[config.mk]
export PLATFORM = sky130hd
export DESIGN_NAME = fetch_ctrl
export DESIGN_NICKNAME = d
export VERILOG_FILES = /design/src/rtl/fetch_ctrl.sv
export SDC_FILE = /design/constraint.sdc
export NUM_CORES = 1
export LEC_CHECK = 0
export CAP_MARGIN = 25
export CORE_ASPECT_RATIO = 1.1
export CORE_MARGIN = 2
export CORE_UTILIZATION = 44
export DETAILED_ROUTE_END_ITERATION = 6
export PLACE_DENSITY = 0.8
export SLEW_MARGIN = 20
export SYNTH_ARGS = -nofsm -noshare
export SYNTH_HDL_FRONTEND = slang
export SYNTH_SLANG_ARGS = --single-unit
[constraint.sdc]
create_clock -name clk -period 10.4 [get_ports clk]
set_clock_uncertainty 0.15 [all_clocks]
set_input_delay 1.56 -clock clk [delete_from_list [all_inputs] [get_ports clk]]
set_output_delay 1.56 -clock clk [all_outputs]
set_load 0.02 [all_outputs]
[src/rtl/fetch_ctrl.sv]
// Instruction-fetch controller: owns the fetch PC, drives the imem address
// and registers each fetched word into a single-entry valid/ready stage.
module fetch_ctrl #(
    parameter logic [63:0] RESET_PC = 64'h0,
    parameter int          MEM_SIZE = 2048
) (
    input  logic        clk,
    input  logic        rst,
    input  logic        fetch_en,
    input  logic        redirect_en,
    input  logic [63:0] redirect_pc,
    output logic [63:0] mem_addr,
    input  logic [31:0] mem_instr,
    output logic        out_valid,
    input  logic        out_ready,
    output logic [63:0] out_pc,
    output logic [31:0] out_instr,
    output logic        out_exc_en,
    output logic [3:0]  out_exc_code,
    output logic [63:0] out_exc_val
);

    typedef enum logic {RUN, PARKED} state_t;

    localparam logic [31:0] NOP   = 32'h0000_0013;
    localparam logic [61:0] WORDS = 62'(MEM_SIZE);

    state_t      state, state_d;
    logic [63:0] fetch_pc, pc_d;
    logic        valid_d;
    logic [63:0] opc_d;
    logic [31:0] instr_d;
    logic        exc_en_d;
    logic [3:0]  exc_code_d;
    logic [63:0] exc_val_d;

    logic misaligned, out_of_range, load;

    assign mem_addr     = fetch_pc;
    assign misaligned   = fetch_pc[1:0] != 2'b00;
    assign out_of_range = fetch_pc[63:2] >= WORDS;
    assign load         = (state == RUN) && fetch_en &&
                          (!out_valid || out_ready) && !redirect_en;

    always_ff @(posedge clk or posedge rst) begin
        if (rst) begin
            state        <= RUN;
            fetch_pc     <= RESET_PC;
            out_valid    <= 1'b0;
            out_pc       <= 64'h0;
            out_instr    <= NOP;
            out_exc_en   <= 1'b0;
            out_exc_code <= 4'h0;
            out_exc_val  <= 64'h0;
        end else begin
            state        <= state_d;
            fetch_pc     <= pc_d;
            out_valid    <= valid_d;
            out_pc       <= opc_d;
            out_instr    <= instr_d;
            out_exc_en   <= exc_en_d;
            out_exc_code <= exc_code_d;
            out_exc_val  <= exc_val_d;
        end
    end

    always_comb begin
        state_d    = state;
        pc_d       = fetch_pc;
        valid_d    = out_valid;
        opc_d      = out_pc;
        instr_d    = out_instr;
        exc_en_d   = out_exc_en;
        exc_code_d = out_exc_code;
        exc_val_d  = out_exc_val;
        if (redirect_en) begin
            // a same-cycle handshake is a flush, not a consumption
            state_d = RUN;
            pc_d    = redirect_pc;
            valid_d = 1'b0;
        end else if (load) begin
            valid_d = 1'b1;
            opc_d   = fetch_pc;
            if (misaligned || out_of_range) begin
                // park on the faulting PC so it is reported only once
                state_d    = PARKED;
                instr_d    = NOP;
                exc_en_d   = 1'b1;
                exc_code_d = misaligned ? 4'd0 : 4'd1;
                exc_val_d  = fetch_pc;
            end else begin
                instr_d    = mem_instr;
                exc_en_d   = 1'b0;
                exc_code_d = 4'd0;
                exc_val_d  = 64'h0;
                pc_d       = fetch_pc + 64'd4;
            end
        end else if (out_valid && out_ready) begin
            valid_d = 1'b0;
        end
    end

endmodule

==> impl_metrics.tcl <==
set metrics [dict create \
    cts_tree "done" \
    yosysUniqueCellTypes 36 \
    p_per_area_nw_per_um2 215 \
    finalCritPeriodShare 0.420 \
    swShare 0.301 \
    grt_max_degree 154 \
    cts_htree_levels 1 \
    cts_resized 0 \
    yosys-top-cells-count "nand2_1, dfrtp_1, mux2_2" \
    path_clk_slew_ns 0.06 \
    synth.largest_area_cell "dfrtp_1" \
    slowest_delay_ns 0.61 \
    p_leak_nw 6.10 \
    synth_area_leaders "dfrtp_1, nand2_1, mux2_2, a22o_1, clkbuf_1" \
    yosys_warnings 0 \
    worstMarginPinSlew_ns 0.827 \
    crit_slowest_cell "nor2_1" \
    drv_cap 0 \
    hp-class "register to register" \
    required_ns 10.69 \
    report.final.slew_viol_count 0 \
    rows 53 \
    vias 7083 \
    instances_no_fill 1369 \
    dieArea_um2 20900 \
    dp_hpwl_um 17200 \
    layout-drive-gt1-share 0.102 \
    fin_nets 1207 \
    finalCriticalPeriod_ns 4.36 \
    yosysTopAreaCellShare 0.649 \
    dieHeight_um 151 \
    clock-root-buffer "clkbuf_16" \
    crit_arrival_ns 4.65 \
    area.growth.synth_to_final_pct 50.9 \
    placedCellCount 1322 \
    power_frac_clock 0.328 \
    crit_buf_inv 4 \
    syn_area_um2 8680 \
    first_pass_iters 5 \
    netSwitchingPower_w 0.000847 \
    hold_buffers 0 \
    cpMostUsedCell "buf_4" \
    hold_viol_final 0 \
    crit_fanout 75 \
    worst_ir_drop_vdd_uv 165 \
    tns_ns 0 \
    numPortBuffers 327 \
    clockBufferDepth 3 \
    overflow 0 \
    core_um2 19200 \
    insertion_delay_ns 0.50 \
    p_comb_frac 0.267 \
    ys_seq_area_frac 0.658 \
    rsz0062_at_grt "false" \
    fin_util 0.681 \
    avgSynthCellArea_um2 11.1 \
    diodes 0 \
    grt_pass1_wl_um 38200 \
    async_reset_ff_frac 1.00 \
    wl_um 25000 \
    drt-initial-drc-count 482 \
    outcome "complete, no violations" \
    ys.flop_type "dfrtp_1" \
    cts_setup_buffers 0 \
    max_clock_freq_mhz 229 \
    finalSetupViolations 0 \
    synth_edf_count 0 \
    yosysMostFrequentCell "nand2_1" \
    die_x_um 138 \
    ios 331 \
    critPathKind "primary input to register" \
    crit_path_cell_trace "clkdlybuf4s50_1 > nand2b_1 > nor2_1 > nand2_4 > buf_16 > buf_4 > a21oi_1 > buf_4 > a22o_1" \
    grt_pass1_vias 7074 \
    wl_per_cell_um 18.3 \
    holdWs_ns 0.320 \
    critical-path-top-delay-family "buffers and inverters" \
    p_int_w 0.00197 \
    antenna_found_initial 1 \
    grt.total_usage 0.234 \
    start_kind "primary input" \
    syn_inst 784 \
    ant_nets 0 \
    initial_core_util 0.451 \
    cts_buffers 24 \
    sequentialPowerShare 0.405 \
    drc 0 \
    total_power_w 0.00281 \
    cts.sinks 228 \
    place.gp.congestion 0.859 \
    relSlewSlack 0.449 \
    routed_via_density 5.17 \
    end_kind "register" \
    ys_seq_elements 228 \
]
## per-stage QoR
step | setup slack [ns] | instance area (µm²)
2_1_floorplan | 2.45 | 8690
3_3_place_gp | 5.03 | 12100
3_5_place_dp | 4.94 | 12100
4_1_cts | 5.43 | 13000
5_1_grt | 5.91 | 13100
6_report | 6.04 | 13100
## layout make-up
| type | count | area (µm²) |
|---|---|---|
| well taps | 247 | 309 |
| clock buffers | 32 | 702 |
| inverters | 8 | 42.5 |
| fillers | 1433 | 6140 |
| clock inverters | 12 | 179 |
| flip-flops and latches | 228 | 5710 |
| multi-input cells | 506 | 2780 |
| repair buffers | 336 | 3380 |
## power groups by stage
| stage | logic, W | clock network, W | registers, W |
|---|---|---|---|
| floorplan | 0.000165 | 0 | 0.00132 |
| global placement | 0.000738 | 0 | 0.00115 |
| detailed placement | 0.000751 | 0 | 0.00115 |
| CTS | 0.000756 | 0.000945 | 0.00114 |
| global route | 0.000804 | 0.000984 | 0.00116 |
| finish | 0.000752 | 0.000923 | 0.00114 |
## flip-flops by register name, indices dropped and copies added, names as in the netlist
| name | cells |
|---|---|
| out_valid | 1 |
| out_exc_val | 64 |
| out_exc_en | 1 |
| state | 1 |
| out_pc | 64 |
| out_instr | 32 |
| out_exc_code | 1 |
| mem_addr | 64 |
## placed cells by master (no fill, tap or decap), types with 2 or more instances in the layout
cell type,synthesis,final
clkinv_4,0,3
clkbuf_8,0,5
o21ai_0,8,8
a22o_1,40,40
dfrtp_1,225,225
dfstp_2,3,3
buf_16,0,2
clkinvlp_4,0,3
a21o_1,2,2
clkdlybuf4s50_1,0,326
ha_1,2,2
buf_4,3,7
inv_1,8,7
clkinv_2,0,2
nand2_1,299,298
a31oi_1,9,9
bufinv_16,0,4
a21oi_1,5,5
or3_1,3,3
and3_1,8,8
or4_1,6,6
mux2_2,53,53
nor3_1,3,2
nand3_1,6,6
nor2_1,16,16
nand4_1,11,11
clkbuf_1,31,2
nor2b_1,2,2
clkbuf_16,0,25
nor4_1,14,14
conb_1,1,3
o31ai_1,7,7
## worst register-to-register path, cell delays in order, from the launching register on
cell	delay, ns
dfrtp_1	0.39
nand2b_1	0.21
nor2_1	0.61
nand2_4	0.33
buf_16	0.32
buf_4	0.41
a21oi_1	0.41
buf_4	0.25
a22o_1	0.16
## metal layers
layer | GRT usage | share of wire | up-vias
met4 | 0.0867 | 0.038 | 0
li1 | - | - | 3280
met1 | 0.300 | 0.40 | 3440
met3 | 0.0599 | 0.088 | 65
met5 | 0 | 0 | -
met2 | 0.383 | 0.48 | 298
## cells by family (layout without fill, tap and decap cells)
logic type / after synthesis / after routing / synth area share
buffers and inverters: 52 / 388 / 0.0252
AOI/OAI and AO/OA: 74 / 74 / 0.0652
DFF: 228 / 228 / 0.658
adders and majority gates: 2 / 2 / 0.00288
muxes: 53 / 53 / 0.0688
other: 1 / 3 / 0.000432
and+or+nand+nor: 374 / 374 / 0.180
## worst paths after layout
kind	from	endpoint	slack, ns	depth (start not counted)
hold / removal	out_pc[14]	out_pc[14]	0.32	2
max in group asynchronous	rst	out_instr[0]	7.39	4
min in group asynchronous	rst	out_pc[41]	1.44	2
setup / recovery	fetch_en	out_exc_val[7]	6.04	9
hold reg to reg	out_pc[14]	out_pc[14]	0.32	2
setup reg to reg	state	out_exc_val[7]	7.09	8
Note: power is estimated with default switching activity, not from simulation.
